### config.mk
export PLATFORM = sky130hd
export DESIGN_NAME = bcd_stopwatch_ctrl
export DESIGN_NICKNAME = d
export VERILOG_FILES = /design/src/rtl/bcd_stopwatch_ctrl.sv
export SDC_FILE = /design/constraint.sdc
export NUM_CORES = 1
export LEC_CHECK = 0
export ABC_AREA = 1
export ABC_CLOCK_PERIOD_IN_PS = 1800
export CAP_MARGIN = 25
export CELL_PAD_IN_SITES_DETAIL_PLACEMENT = 1
export CELL_PAD_IN_SITES_GLOBAL_PLACEMENT = 1
export CORE_UTILIZATION = 41
export CTS_CLUSTER_DIAMETER = 150
export CTS_CLUSTER_SIZE = 24
export DETAILED_ROUTE_END_ITERATION = 8
export PLACE_DENSITY = 0.76
export SYNTH_ARGS = -nofsm -noshare
export SYNTH_HDL_FRONTEND = slang
export SYNTH_SLANG_ARGS = --single-unit
### constraint.sdc
create_clock -name clk -period 1.8 [get_ports clk]
set_input_delay 0.36 -clock clk [delete_from_list [all_inputs] [get_ports clk]]
set_output_delay 0.36 -clock clk [all_outputs]
set_load 0.05 [all_outputs]
### src/rtl/bcd_stopwatch_ctrl.sv
// bcd_stopwatch_ctrl: mm:ss BCD stopwatch sequencer (run/pause/lap/clear).
// Ports: clk, reset (sync, active-low), btn_ss/btn_lap/btn_clr levels in;
//   sec_lo/sec_hi/min_lo/min_hi display digits, running, frozen, wrap out.
module bcd_stopwatch_ctrl #(
    parameter int TICK_DIV = 100,
    parameter int PRE_W    = 7
) (
    input  logic       clk,
    input  logic       reset,
    input  logic       btn_ss,
    input  logic       btn_lap,
    input  logic       btn_clr,
    output logic [3:0] sec_lo,
    output logic [3:0] sec_hi,
    output logic [3:0] min_lo,
    output logic [3:0] min_hi,
    output logic       running,
    output logic       frozen,
    output logic       wrap
);

    typedef enum logic [1:0] {
        S_IDLE,
        S_RUN,
        S_LAP,
        S_PAUSE
    } state_e;

    localparam logic [PRE_W-1:0] PRE_LAST = PRE_W'(TICK_DIV - 1);

    state_e           state_q, state_d;
    logic [PRE_W-1:0] pre_q, pre_d;
    logic [3:0]       sl_q, sl_d, sh_q, sh_d;
    logic [3:0]       ml_q, ml_d, mh_q, mh_d;
    logic [15:0]      snap_q, snap_d;
    logic             wrap_q, wrap_d;
    logic             ss_q, lap_q, clr_q;

    logic ev_ss, ev_lap, ev_clr;
    logic counting, tick;

    assign ev_ss    = btn_ss  & ~ss_q;
    assign ev_lap   = btn_lap & ~lap_q;
    assign ev_clr   = btn_clr & ~clr_q;
    assign counting = (state_q == S_RUN) || (state_q == S_LAP);
    assign tick     = counting && (pre_q == PRE_LAST);

    always_comb begin
        state_d = state_q;
        pre_d   = pre_q;
        sl_d    = sl_q;
        sh_d    = sh_q;
        ml_d    = ml_q;
        mh_d    = mh_q;
        snap_d  = snap_q;
        wrap_d  = 1'b0;

        if (counting) begin
            pre_d = tick ? '0 : pre_q + PRE_W'(1);
        end

        // Carry chain; >= compares keep a corrupted digit from escaping its range.
        if (tick) begin
            if (sl_q >= 4'd9) begin
                sl_d = 4'd0;
                if (sh_q >= 4'd5) begin
                    sh_d = 4'd0;
                    if (ml_q >= 4'd9) begin
                        ml_d = 4'd0;
                        if (mh_q >= 4'd5) begin
                            mh_d   = 4'd0;
                            wrap_d = 1'b1;
                        end else begin
                            mh_d = mh_q + 4'd1;
                        end
                    end else begin
                        ml_d = ml_q + 4'd1;
                    end
                end else begin
                    sh_d = sh_q + 4'd1;
                end
            end else begin
                sl_d = sl_q + 4'd1;
            end
        end

        unique case (state_q)
            S_IDLE: begin
                if (ev_ss) state_d = S_RUN;
            end
            S_RUN: begin
                if (ev_ss) begin
                    state_d = S_PAUSE;
                end else if (ev_lap) begin
                    state_d = S_LAP;
                    // Snapshot takes the pre-increment value.
                    snap_d  = {mh_q, ml_q, sh_q, sl_q};
                end
            end
            S_LAP: begin
                if (ev_ss) begin
                    state_d = S_PAUSE;
                end else if (ev_lap) begin
                    state_d = S_RUN;
                end
            end
            S_PAUSE: begin
                if (ev_clr) begin
                    state_d = S_IDLE;
                    pre_d   = '0;
                    sl_d    = 4'd0;
                    sh_d    = 4'd0;
                    ml_d    = 4'd0;
                    mh_d    = 4'd0;
                end else if (ev_ss) begin
                    state_d = S_RUN;
                end
            end
            default: state_d = S_IDLE;
        endcase
    end

    always_ff @(posedge clk) begin
        if (!reset) begin
            state_q <= S_IDLE;
            pre_q   <= '0;
            sl_q    <= 4'd0;
            sh_q    <= 4'd0;
            ml_q    <= 4'd0;
            mh_q    <= 4'd0;
            snap_q  <= 16'd0;
            wrap_q  <= 1'b0;
            // Held buttons across reset release must not register a press.
            ss_q    <= 1'b1;
            lap_q   <= 1'b1;
            clr_q   <= 1'b1;
        end else begin
            state_q <= state_d;
            pre_q   <= pre_d;
            sl_q    <= sl_d;
            sh_q    <= sh_d;
            ml_q    <= ml_d;
            mh_q    <= mh_d;
            snap_q  <= snap_d;
            wrap_q  <= wrap_d;
            ss_q    <= btn_ss;
            lap_q   <= btn_lap;
            clr_q   <= btn_clr;
        end
    end

    always_comb begin
        if (state_q == S_LAP) begin
            {min_hi, min_lo, sec_hi, sec_lo} = snap_q;
        end else begin
            {min_hi, min_lo, sec_hi, sec_lo} = {mh_q, ml_q, sh_q, sl_q};
        end
    end

    assign running = counting;
    assign frozen  = (state_q == S_LAP);
    assign wrap    = wrap_q;

endmodule

======== After elaboration in Yosys (flattened, before gate mapping) ========
Cells that the tools add are included.
storage, ports and cells
  register bits after elaboration ......... 45
  RAM bits ................................ 0
  output and inout bits ................... 19
  memories kept ........................... 0
  memory bits (read-only) ................. 0
  bits in latches ......................... 0
operators by class
  order comparisons ....................... 4
  div/mod/pow operators ................... 0
  mux-type cells .......................... 38
  multiply operators ...................... 0
  add/sub/neg operators ................... 5
  reduce and logical (&&, ||, !) cells .... 6
  bitwise gates (word level) .............. 7
  eq/ne operators ......................... 6
  shift-type cells ........................ 0
operators by type and width
  cell                                                                                 number
  4-bit two-way mux                                                                    26
  7-bit two-way mux                                                                    4
  4-bit by 1-bit adder with 4-bit output, second input constant                        4
  2-bit two-way mux                                                                    6
  4-bit by 3-bit greater-or-equal comparator with 1-bit output, second input constant  2
  4-bit greater-or-equal comparator, second input constant                             2
  2-bit case mux with 4 select lines                                                   1
  7-bit by 1-bit adder with 7-bit output, second input constant                        1
  7-bit equality test, second input constant                                           1
  5-bit AND reduction                                                                  1
  2-bit equality test, second input constant                                           2
  1-bit inverter                                                                       4
  1-bit AND                                                                            3
  3-bit by 1-bit inequality test with 1-bit output, second input constant              1
  3-bit inequality test, second input constant                                         1
  3-bit AND reduction                                                                  1
  2-bit by 1-bit equality test with 1-bit output, second input constant                1
  2-bit logical NOT                                                                    1
  2-bit AND reduction                                                                  1
  1-bit logical AND                                                                    1
  1-bit logical OR                                                                     1
  1-bit two-way mux                                                                    1

======== Logic depth before layout (Yosys ltp) ========
Gate-level depths: netlist of the first run.
  word-level depth ........................ 8
  mapped depth ............................ 13

======== Worst setup path after synthesis of the first run ========
Ideal clock, no wire load.
  path type ............................... reg2out
  start point ............................. reg state_q[0]
  end point ............................... out sec_hi[2]
  path slack .............................. -796 ps
  data required time ...................... 1440 ps
  arrival time ............................ 2236 ps
  cell stages (with the launch flop) ...... 5
  cells stage by stage .................... dfxtp_1 inv_1 ha_1 clkbuf_1 o21ai_0
between the ends
  cells in the longest elaborated chain, start to end .. 2
RTL lines
  element                 RTL line  text
  start, declared         31        state_e state_q, state_d;
  start signal, assigned  138       state_q <= state_d;
  2-bit equality test     n/a
  net frozen              18        output logic frozen,
  4-bit two-way mux       153       if (state_q == S_LAP) begin
  end, declared           14        output logic [3:0] sec_hi,
The timed path passes the listed nets, and every way through them passes these cells.

======== Final worst setup path of the first run ========
  start point ............................. reg state_q[0]
  end point ............................... out sec_lo[3]
between the ends
  cells in the longest elaborated chain, start to end .. 2
RTL lines
  element              RTL line  text
  2-bit equality test  153
  4-bit two-way mux    153
  end, declared        13        output logic [3:0] sec_lo,
Every way passes these cells.

==> reports/results.tsv, run 1 <==
stage	metric	value	unit
status	outcome	finished, violations left	
status	failing checks	negative setup slack	
floorplan	Cell Rows	27	
final_layout	FF/Latch Area	903	um^2
synthesis	post-synthesis simple-gate area fraction	0.270	
floorplan	total core area	5470	um^2
placed_design	Buffers on Ports	23	
setup_path	startpoint types	flop	
placed_design	RePlAce Congestion	0.812	
placed_design	placed cell count	415	
clock_tree	Skew-Pair Late Insertion Delay	300	ps
timing	fin. max-slew vios	0	
global_routing	M2 GR Usage	0.448	
global_routing	largest net degree at the start of global routing	33	
flow_run	reported max-cap violation count	0	
synthesis	number of flops mapped to enable cells by yosys	0	
synthesis	top cell type's share of synthesized area	0.387	
placed_design	post-DP HPWL	4590	um
synthesis	YS warnings	0	
setup_path	Worst Setup End Kind	primary output	
routing	total number of vias	2268	
final_layout	commonest cells after routing, fill and taps aside	nand2_1 (43), dfxtp_1 (43), inv_1 (34), a21oi_1 (27), o21ai_0 (21)	
synthesis	Most used DFF post-synth	dfxtp_1	
setup_path	CP max stage cell	dfxtp_2	
clock_tree	CTS sink count	45	
final_layout	P&R area growth vs syn	50.4	%
clock_tree	clock buffer count from CTS	5	
global_routing	overall routing resource usage	0.255	
routing	DR WL/cell	17.3	um
clock_tree	CTS max path bufs	2	
timing	RSZ-0062 raised after global routing	true	
final_layout	final core occ	0.639	
global_routing	vias in the first global route	2399	
floorplan	# IOs	24	
synthesis	sequential share of the synthesized area	0.387	
final_layout	layout cells sized above 1	0.328	
final_layout	multi-input logic area	1510	um^2
routing	DR vias/cell	5.21	
floorplan	Die W	77.3	um
global_routing	met1 global-route usage	0.315	
final_layout	Final Cell Area	3500	um^2
timing	fmax	527	MHz
pwr	LEAKAGE	1.58	nW
timing	Final Cycle Share	1.05	
final_layout	Fillers	625	
synthesis	register bit count reported by yosys	45	
floorplan	Initial Util	0.425	
setup_path	CP peak stage delay	340	ps
setup_path	type of the worst setup path	flop to primary output	
synthesis	Async SR Flop Fraction	0	
pwr	PD cells	593	nW/um^2
synthesis	Syn Inst Count	314	
routing	DRC viols	0	
setup_path	Crit path required time	1440	ps
timing	skew final	13.9	ps
synthesis	Synth area leader	dfxtp_1	
global_routing	first-pass GRT wire length	11900	um
synthesis	multiplexer area fraction after synthesis	0	
synthesis	syn avg cell area	7.41	um^2
clock_tree	CTS tree	built	
routing	Iteration-0 DRC Markers	126	
global_routing	GRT met3 Usage	0.0405	
timing	Final Hold Fails	0	
timing	# setup viols final	17	
synthesis	mapped cell area	2330	um^2
min_path	Hold Path Cell Cnt	2	
setup_path	CP Cell Sequence	inv_2 > buf_6 > ha_4 > clkbuf_16 > o21ai_4 > buf_12	
timing	minimum clock period	1900	ps
setup_path	Worst R2R Path Depth	9	
min_path	Worst Hold Class	flop to flop	
routing	drt pass-1 iters	4	
timing	slew of the pin with the lowest slew margin	358	ps
clock_tree	CTS root buffer	clkbuf_8	
synthesis	area share of fa/ha/maj cells after synthesis	0.0914	
timing	Rel. slew slack	0.759	
clock_tree	CTS clk-pin slew, worst paths	90	ps
synthesis	Synthesized Nets	336	
final_layout	Cell Count, Final, Fillers Out	435	
routing	final WL	7540	um
synthesis	XOR/XNOR Fraction of Synth Area	0.00753	
global_routing	initial antenna violation count	0	
setup_path	worst path arrival time	1540	ps
timing	worst setup margin	-96.5	ps
synthesis	complex-gate fraction of the synthesized area	0.159	
floorplan	height of the die	77.3	um
global_routing	busiest grt layer	met2	
final_layout	# diodes	0	
synthesis	count of different cell masters after synthesis	28	
synthesis	synth top area cells	dfxtp_1 (39%), nand2_1 (9.7%), ha_1 (9.1%), o21ai_0 (8.0%), inv_1 (6.5%)	
pwr	maximum VDD drop	379	uV
global_routing	grt ovf	0	
routing	Final ANT Viol Nets	0	
floorplan	Die Footprint	5980	um^2
synthesis	main combinational cell family by area after synthesis	simple AND/OR/NAND/NOR gates	
placed_design	Area after DPL	3040	um^2
clock_tree	H-tree depth	2	
final_layout	fin nets	385	
setup_path	CP Max Fanout	8	
## critical path: cells and delay by family, from the launching register on
family,cells,cell delay (ps)
buffers and inverters,4,510
DFF,1,340
AOI/OAI and AO/OA,1,160
adders and majority gates,1,220
## Yosys cell counts, types with 2 or more instances
library cell / n
nor2_1: 21
nand2_2: 5
a21oi_1: 27
nand2_1: 60
buf_2: 2
dfxtp_1: 45
ha_1: 17
xor2_1: 2
clkbuf_1: 5
o21ai_1: 5
inv_2: 2
nand4_1: 5
nand3_1: 16
nand2_4: 4
o21ai_0: 37
nor3_1: 7
or2_2: 3
nor2_8: 2
inv_1: 40
## sequential cells by signal (all words and copies together) (netlist names)
signal / flops
lap_q: 1
wrap: 1
sh_q: 4
clr_q: 1
ml_q: 4
mh_q: 4
pre_q: 7
sl_q: 4
state_q: 2
snap_q: 16
ss_q: 1
## final cells by class
type / instances / share of cell area
Clock inverter: 2 / 0.0100
Multi-Input combinational cell: 218 / 0.432
Tap cell: 72 / 0.0258
Sequential cell: 45 / 0.258
Inverter: 42 / 0.0461
Timing Repair Buffer: 51 / 0.208
Clock buffer: 5 / 0.0197
## power by group
part | internal, mW | switching, mW
logic | 0.125 | 0.159
clock network | 0.404 | 0.346
registers | 1.02 | 0.0180
## stage by stage
| stage | power (mW) | hold WS [ps] | TNS, ps | worst slack (ps) |
|---|---|---|---|---|
| finish | 2.07 | 492 | -1290 | -96.5 |
| global route | 2.17 | 517 | -2340 | -147 |
| CTS | 2.06 | 501 | -1110 | -90.5 |
| detailed placement | 1.29 | 486 | -187 | -69.2 |
| global placement | 1.28 | 469 | 0 | 7.22 |
| floorplan | 1.20 | 458 | -514 | -56.7 |
## metal layers
layer | vias up | wire length, um
met3 | 12 | 199
met1 | 1097 | 3310
met2 | 37 | 3880
li1 | 1122 | -
met5 | - | 0
met4 | 0 | 150
## cell families (layout without fill, tap and decap cells)
family / after synthesis / count (layout)
compound gates: 72 / 72
xor+xnor: 2 / 2
fa+ha+maj: 17 / 17
buf+inv: 51 / 100
flops: 45 / 45
simple gates: 127 / 127
## path summary, 6_finish.rpt
check / from / end / slack, ps
setup / recovery: state_q[0] / sec_lo[3] / -100
hold / removal: pre_q[1] / pre_q[1] / 490
setup reg to reg: state_q[0] / state_q[1] / 40
hold reg to reg: pre_q[1] / pre_q[1] / 490
## what timing repair did
action	CTS	global route
endpoints found under the setup margin	17	30
buffers inserted	6	4
pin swaps	5	10
gates resized for setup	23	32
gates cloned	2	1
hold buffers	0	0
(Power assumes the default switching activity.)
==> inputs of run 2 (changes only) <==
- GPL_ROUTABILITY_DRIVEN: default -> 0
- GPL_TIMING_DRIVEN: default -> 0
==> reports/results.tsv, run 2 (synthesis gave the netlist of run 1 again) <==
stage	metric	value	unit	change
status	outcome	finished, violations left		
timing	Final Hold Fails	0		unchanged
floorplan	Cell Rows	27		unchanged
routing	Final ANT Viol Nets	0		unchanged
final_layout	Final Cell Area	3200	um^2	-8.5%
setup_path	crit path launch	state_q[0]		
setup_path	FF-to-FF End	pre_q[5]		
clock_tree	H-tree depth	2		unchanged
floorplan	Die W	77.3	um	unchanged
floorplan	height of the die	77.3	um	unchanged
clock_tree	clock buffer count from CTS	5		unchanged
routing	final WL	6570	um	-13%
timing	Final Cycle Share	1.01		-0.0418
clock_tree	CTS clk-pin slew, worst paths	80	ps	about the same
min_path	Hold Path Cell Cnt	2		unchanged
floorplan	# IOs	24		unchanged
setup_path	Crit path required time	1440	ps	about the same
timing	worst setup margin	-21.2	ps	+75.2 ps
setup_path	worst setup path end	min_lo[2]		
final_layout	fin nets	378		-1.8%
final_layout	# diodes	0		unchanged
timing	# setup viols final	4		-13
final_layout	layout cells sized above 1	0.287		-0.0413
timing	minimum clock period	1820	ps	-75.2 ps
pwr	Tot Pwr	1.93	mW	-7.1%
timing	Rel. slew slack	0.672		-0.0864
final_layout	Regs by FF count	snap_q: 16 flops, pre_q: 7 flops		
floorplan	Die Footprint	5980	um^2	unchanged
setup_path	CP peak stage delay	340	ps	about the same
global_routing	first-pass GRT wire length	10700	um	-10%
placed_design	Buffers on Ports	23		unchanged
final_layout	Cell Count, Final, Fillers Out	428		-1.6%
global_routing	initial antenna violation count	0		unchanged
placed_design	Area after DPL	2770	um^2	-9.0%
setup_path	r2r startpoint	state_q[0]		
final_layout	commonest cells after routing, fill and taps aside	nand2_1 (49), dfxtp_1 (42), inv_1 (37), a21oi_1 (27), o21ai_0 (21)		
setup_path	Worst R2R Path Depth	9		unchanged
setup_path	worst path arrival time	1460	ps	-80 ps
floorplan	Initial Util	0.425		unchanged
setup_path	CP Max Fanout	7		-1
pwr	LEAKAGE	1.50	nW	-4.8%
routing	DRC viols	0		unchanged
setup_path	Critical Path Stages	6		unchanged
clock_tree	CTS tree	built		
routing	Iteration-0 DRC Markers	102		-19%
setup_path	CP Cell Sequence	inv_4 > ha_4 > clkbuf_8 > nand2_1 > o21ai_4 > buf_6		
global_routing	overall routing resource usage	0.227		-0.0279
timing	setup_tns	-48.3	ps	+1240 ps
timing	fmax	549	MHz	+4.1%
setup_path	Worst R2R Setup Slack	90	ps	+50 ps
routing	DR vias/cell	5.13		-1.5%
floorplan	total core area	5470	um^2	unchanged
routing	drt pass-1 iters	4		unchanged
setup_path	type of the worst setup path	flop to primary output		
timing	fin. max-slew vios	0		unchanged
routing	DR WL/cell	15.4	um	-11%
flow_run	reported max-cap violation count	0		unchanged
setup_path	startpoint types	flop		
min_path	min-delay src	pre_q[1]		
clock_tree	CTS max path bufs	2		unchanged
pwr	PD cells	602	nW/um^2	+1.6%
status	failing checks	negative setup slack		
placed_design	placed cell count	409		-1.4%
timing	skew final	10.4	ps	-3.54 ps
final_layout	final core occ	0.585		-0.0544
setup_path	CP max stage cell	dfxtp_2		
final_layout	P&R area growth vs syn	37.6	%	
placed_design	post-DP HPWL	4460	um	-2.9%
clock_tree	Skew-Pair Late Insertion Delay	300	ps	about the same
setup_path	CP top delay family	buffers and inverters		
global_routing	vias in the first global route	2190		-8.7%
final_layout	max FFs per register	16		unchanged
min_path	Worst Hold Class	flop to flop		
final_layout	most common cell after layout, fill and taps aside	nand2_1		
global_routing	largest net degree at the start of global routing	13		-61%
routing	total number of vias	2197		-3.1%
final_layout	Most flops, register	snap_q		
pwr	maximum VDD drop	312	uV	-18%
setup_path	Crit path buffers/inverters	3		-1
setup_path	Worst Setup End Kind	primary output		
clock_tree	CTS sink count	45		unchanged
timing	RSZ-0062 raised after global routing	true		
timing	slew of the pin with the lowest slew margin	490	ps	+132 ps
clock_tree	CTS root buffer	clkbuf_8		
global_routing	grt ovf	0		unchanged
## run 2: worst register-to-register path: stages, from the launching register on
cell	delay [ps]
dfxtp_2	360
inv_4	50
buf_4	130
ha_4	280
buf_4	120
inv_1	50
nor3_2	260
nand3_1	130
o21ai_0	170
a21oi_1	50
## run 2: how the worst min path moves through the flow
stage / endpoint / slack, ps
after floorplan: pre_q[1] / 460
after global placement: pre_q[1] / 470
after detailed placement: pre_q[1] / 490
after CTS: pre_q[1] / 500
after global routing: ml_q[1] / 530
final: pre_q[1] / 490
## run 2: cell type report
type	instances	area, um^2
Sequential cell	45	907
Timing Repair Buffer	35	368
Buffer	9	106
Clock buffer	7	86.3
Multi-Input combinational cell	218	1480
Tap cell	72	90.1
Fill cell	647	2270
Inverter	42	160
## run 2: routing by layer
| layer | wire, um | part of all wire | up-vias | track usage |
|---|---|---|---|---|
| met3 | 183 | 0.028 | 7 | 0.0405 |
| met4 | 76 | 0.012 | 0 | 0.0509 |
| met2 | 3210 | 0.49 | 37 | 0.380 |
| met5 | 0 | 0 | - | 0 |
| li1 | - | - | 1102 | - |
| met1 | 3110 | 0.47 | 1051 | 0.303 |
## run 2: report_power, final
part / leakage (nW) / internal (mW) / switching, mW / total, mW
Combinational: 1.09 / 0.0981 / 0.142 / 0.240
Sequential: 0.366 / 1.02 / 0.0204 / 1.04
Clock: 0.0443 / 0.305 / 0.341 / 0.647
Total: 1.50 / 1.42 / 0.503 / 1.93
## run 2: stage by stage
stage               setup WS, ps  hold slack, ps
floorplan                  -56.7             458
global placement            -708             473
detailed placement          -759             486
CTS                        -43.3             498
global route               -66.7             525
finish                     -21.2             490
## run 2: what timing repair did
item                                    CTS  global route
pin swaps                                 1            17
resized for setup                       150            32
cloned                                    2             1
hold buffers                              0             0
endpoints found under the setup margin   38            44
buffers inserted                          2             7
==> inputs of run 3 (changes only) <==
- PLACE_DENSITY: 0.76 -> 0.8
==> reports/results.tsv, run 3 (synthesis gave the netlist of run 1 again) <==
stage	metric	value	unit	change
status	outcome	finished, violations left		
status	failing checks	negative setup slack		
timing	fmax	544	MHz	-0.91%
final_layout	Most flops, register	snap_q		
clock_tree	CTS sink count	45		unchanged
placed_design	Area after DPL	2770	um^2	unchanged
setup_path	CP top delay family	buffers and inverters		
routing	DRC viols	0		unchanged
final_layout	max FFs per register	16		unchanged
global_routing	first-pass GRT wire length	11300	um	+5.7%
final_layout	multi-input logic area	1520	um^2	+2.4%
global_routing	overall routing resource usage	0.242		+0.0147
setup_path	r2r startpoint	state_q[1]		
floorplan	Die Footprint	5980	um^2	unchanged
placed_design	worst slack, placed	-739	ps	+19.9 ps
floorplan	total core area	5470	um^2	unchanged
placed_design	Buffers on Ports	23		unchanged
routing	Final ANT Viol Nets	0		unchanged
clock_tree	CTS root buffer	clkbuf_8		
floorplan	Cell Rows	27		unchanged
floorplan	Die W	77.3	um	unchanged
placed_design	placed cell count	409		unchanged
pwr	Net Switching	0.547	mW	+8.7%
global_routing	vias in the first global route	2361		+7.8%
final_layout	Regs by FF count	snap_q: 16 flops, pre_q: 7 flops		
timing	Final Hold Fails	0		unchanged
final_layout	Cell Count, Final, Fillers Out	428		unchanged
clock_tree	Skew-Pair Late Insertion Delay	310	ps	about the same
routing	Iteration-0 DRC Markers	95		-6.9%
floorplan	height of the die	77.3	um	unchanged
routing	DR vias/cell	5.38		+4.8%
timing	minimum clock period	1840	ps	+16.7 ps
timing	Final Cycle Share	1.02		+0.00926
global_routing	initial antenna violation count	0		unchanged
clock_tree	# hold bufs at CTS	0		unchanged
pwr	LEAKAGE	1.58	nW	+5.6%
setup_path	CP Max Fanout	8		+1
timing	worst setup margin	-37.9	ps	-16.7 ps
pwr	Switching Share	0.285		+0.0236
timing	slew of the pin with the lowest slew margin	504	ps	+13.6 ps
setup_path	CP Cell Sequence	inv_4 > ha_4 > clkbuf_16 > nand2_2 > o21ai_4 > buf_6		
placed_design	post-DP HPWL	4650	um	+4.4%
pwr	Comb power frac	0.122		-0.002
pwr	Seq pwr share	0.543		+0.003
final_layout	# diodes	0		unchanged
setup_path	CP peak stage delay	350	ps	about the same
clock_tree	clock buffer count from CTS	5		unchanged
pwr	Tot Pwr	1.92	mW	-0.30%
setup_path	Crit path buffers/inverters	3		unchanged
setup_path	worst path arrival time	1480	ps	+20 ps
timing	RSZ-0062 raised after global routing	true		
timing	hold slack	503	ps	+13.2 ps
clock_tree	CTS clk-pin slew, worst paths	90	ps	about the same
floorplan	# IOs	24		unchanged
timing	Rel. slew slack	0.663		-0.00860
timing	setup_tns	-190	ps	-142 ps
setup_path	type of the worst setup path	flop to primary output		
timing	# setup viols final	11		+7
clock_tree	CTS tree	built		
pwr	internal power	1.37	mW	-3.5%
routing	DR WL/cell	16.9	um	+10%
final_layout	FF/Latch Area	908	um^2	+0.14%
final_layout	commonest cells after routing, fill and taps aside	nand2_1 (44), dfxtp_1 (41), inv_1 (38), a21oi_1 (27), o21ai_0 (21)		
final_layout	final core occ	0.587		+0.00206
final_layout	most common cell after layout, fill and taps aside	nand2_1		
timing	skew final	8.87	ps	-1.50 ps
setup_path	CP max stage cell	dfxtp_2		
floorplan	Initial Util	0.425		unchanged
pwr	clock network power share	0.335		about the same
min_path	min-delay src	sh_q[1]		
pwr	PD cells	599	nW/um^2	-0.65%
final_layout	layout cells sized above 1	0.301		+0.0140
final_layout	Final Cell Area	3210	um^2	+0.35%
final_layout	P&R area growth vs syn	38.1	%	
clock_tree	H-tree depth	2		unchanged
setup_path	Worst Setup End Kind	primary output		
flow_run	reported max-cap violation count	0		unchanged
final_layout	fin nets	377		-0.26%
routing	total number of vias	2302		+4.8%
setup_path	startpoint types	flop		
global_routing	grt ovf	0		unchanged
routing	final WL	7230	um	+10%
final_layout	Fillers	652		+0.77%
routing	drt pass-1 iters	4		unchanged
global_routing	largest net degree at the start of global routing	15		+2
timing	fin. max-slew vios	0		unchanged
setup_path	crit path launch	state_q[0]		
clock_tree	CTS max path bufs	2		unchanged
pwr	maximum VDD drop	354	uV	+14%
min_path	Worst Hold Class	flop to flop		
setup_path	Crit path required time	1440	ps	about the same
-- run 3: cell count changes in the layout (fill, tap and decap cells not counted), moves of 2 or more --
cell      change
o21ai_2       +2
clkbuf_8      -3
buf_4         +2
nand2_4       +5
o21ai_4       -2
clkinv_2      +2
nand2_1       -5
buf_8         +2
buf_6         -4
-- run 3: path summary, 6_finish.rpt --
| kind | slack [ps] | end | cells past startpoint |
|---|---|---|---|
| max | -40 | sec_lo[2] | 6 |
| min reg2reg | 500 | sh_q[1] | 2 |
| min | 500 | sh_q[1] | 2 |
| max reg2reg | 90 | snap_q[4] | 7 |
-- run 3: what timing repair did --
action | 4_1_cts | 5_1_grt
gates cloned | 3 | 1
setup endpoints to repair | 36 | 39
resized for setup | 146 | 37
setup buffers | 5 | 2
pin swaps | 4 | 11
-- run 3: layout make-up --
class | count | area share
Multi-Input combinational cell | 219 | 0.473
Sequential cell | 45 | 0.283
Timing Repair Buffer | 33 | 0.107
Inverter | 42 | 0.0499
Buffer | 9 | 0.0327
Tap cell | 72 | 0.0280
Clock buffer | 5 | 0.0214
Clock inverter | 3 | 0.00545
-- run 3: power groups by stage --
stage | sequential [mW] | clock [mW] | combinational [mW]
after detailed placement | 1.06 | 0 | 0.196
after global placement | 1.06 | 0 | 0.185
after CTS | 1.04 | 0.658 | 0.213
after floorplan | 1.06 | 0 | 0.139
after global routing | 1.05 | 0.690 | 0.254
final | 1.04 | 0.645 | 0.234
-- run 3: worst min-delay path: cells and delay by family, from the launching register on --
family / cells / cell delay [ps]
and+or+nand+nor: 1 / 70
AOI/OAI and AO/OA: 1 / 50
DFF: 1 / 350
-- run 3: per-layer routing --
| layer | wire [um] | track usage | share of wire | vias to the layer above |
|---|---|---|---|---|
| li1 | - | - | - | 1102 |
| met2 | 3670 | 0.413 | 0.51 | 53 |
| met1 | 3200 | 0.300 | 0.44 | 1132 |
| met3 | 207 | 0.0369 | 0.029 | 15 |
| met5 | 0 | 0 | 0 | - |
| met4 | 152 | 0.102 | 0.021 | 0 |
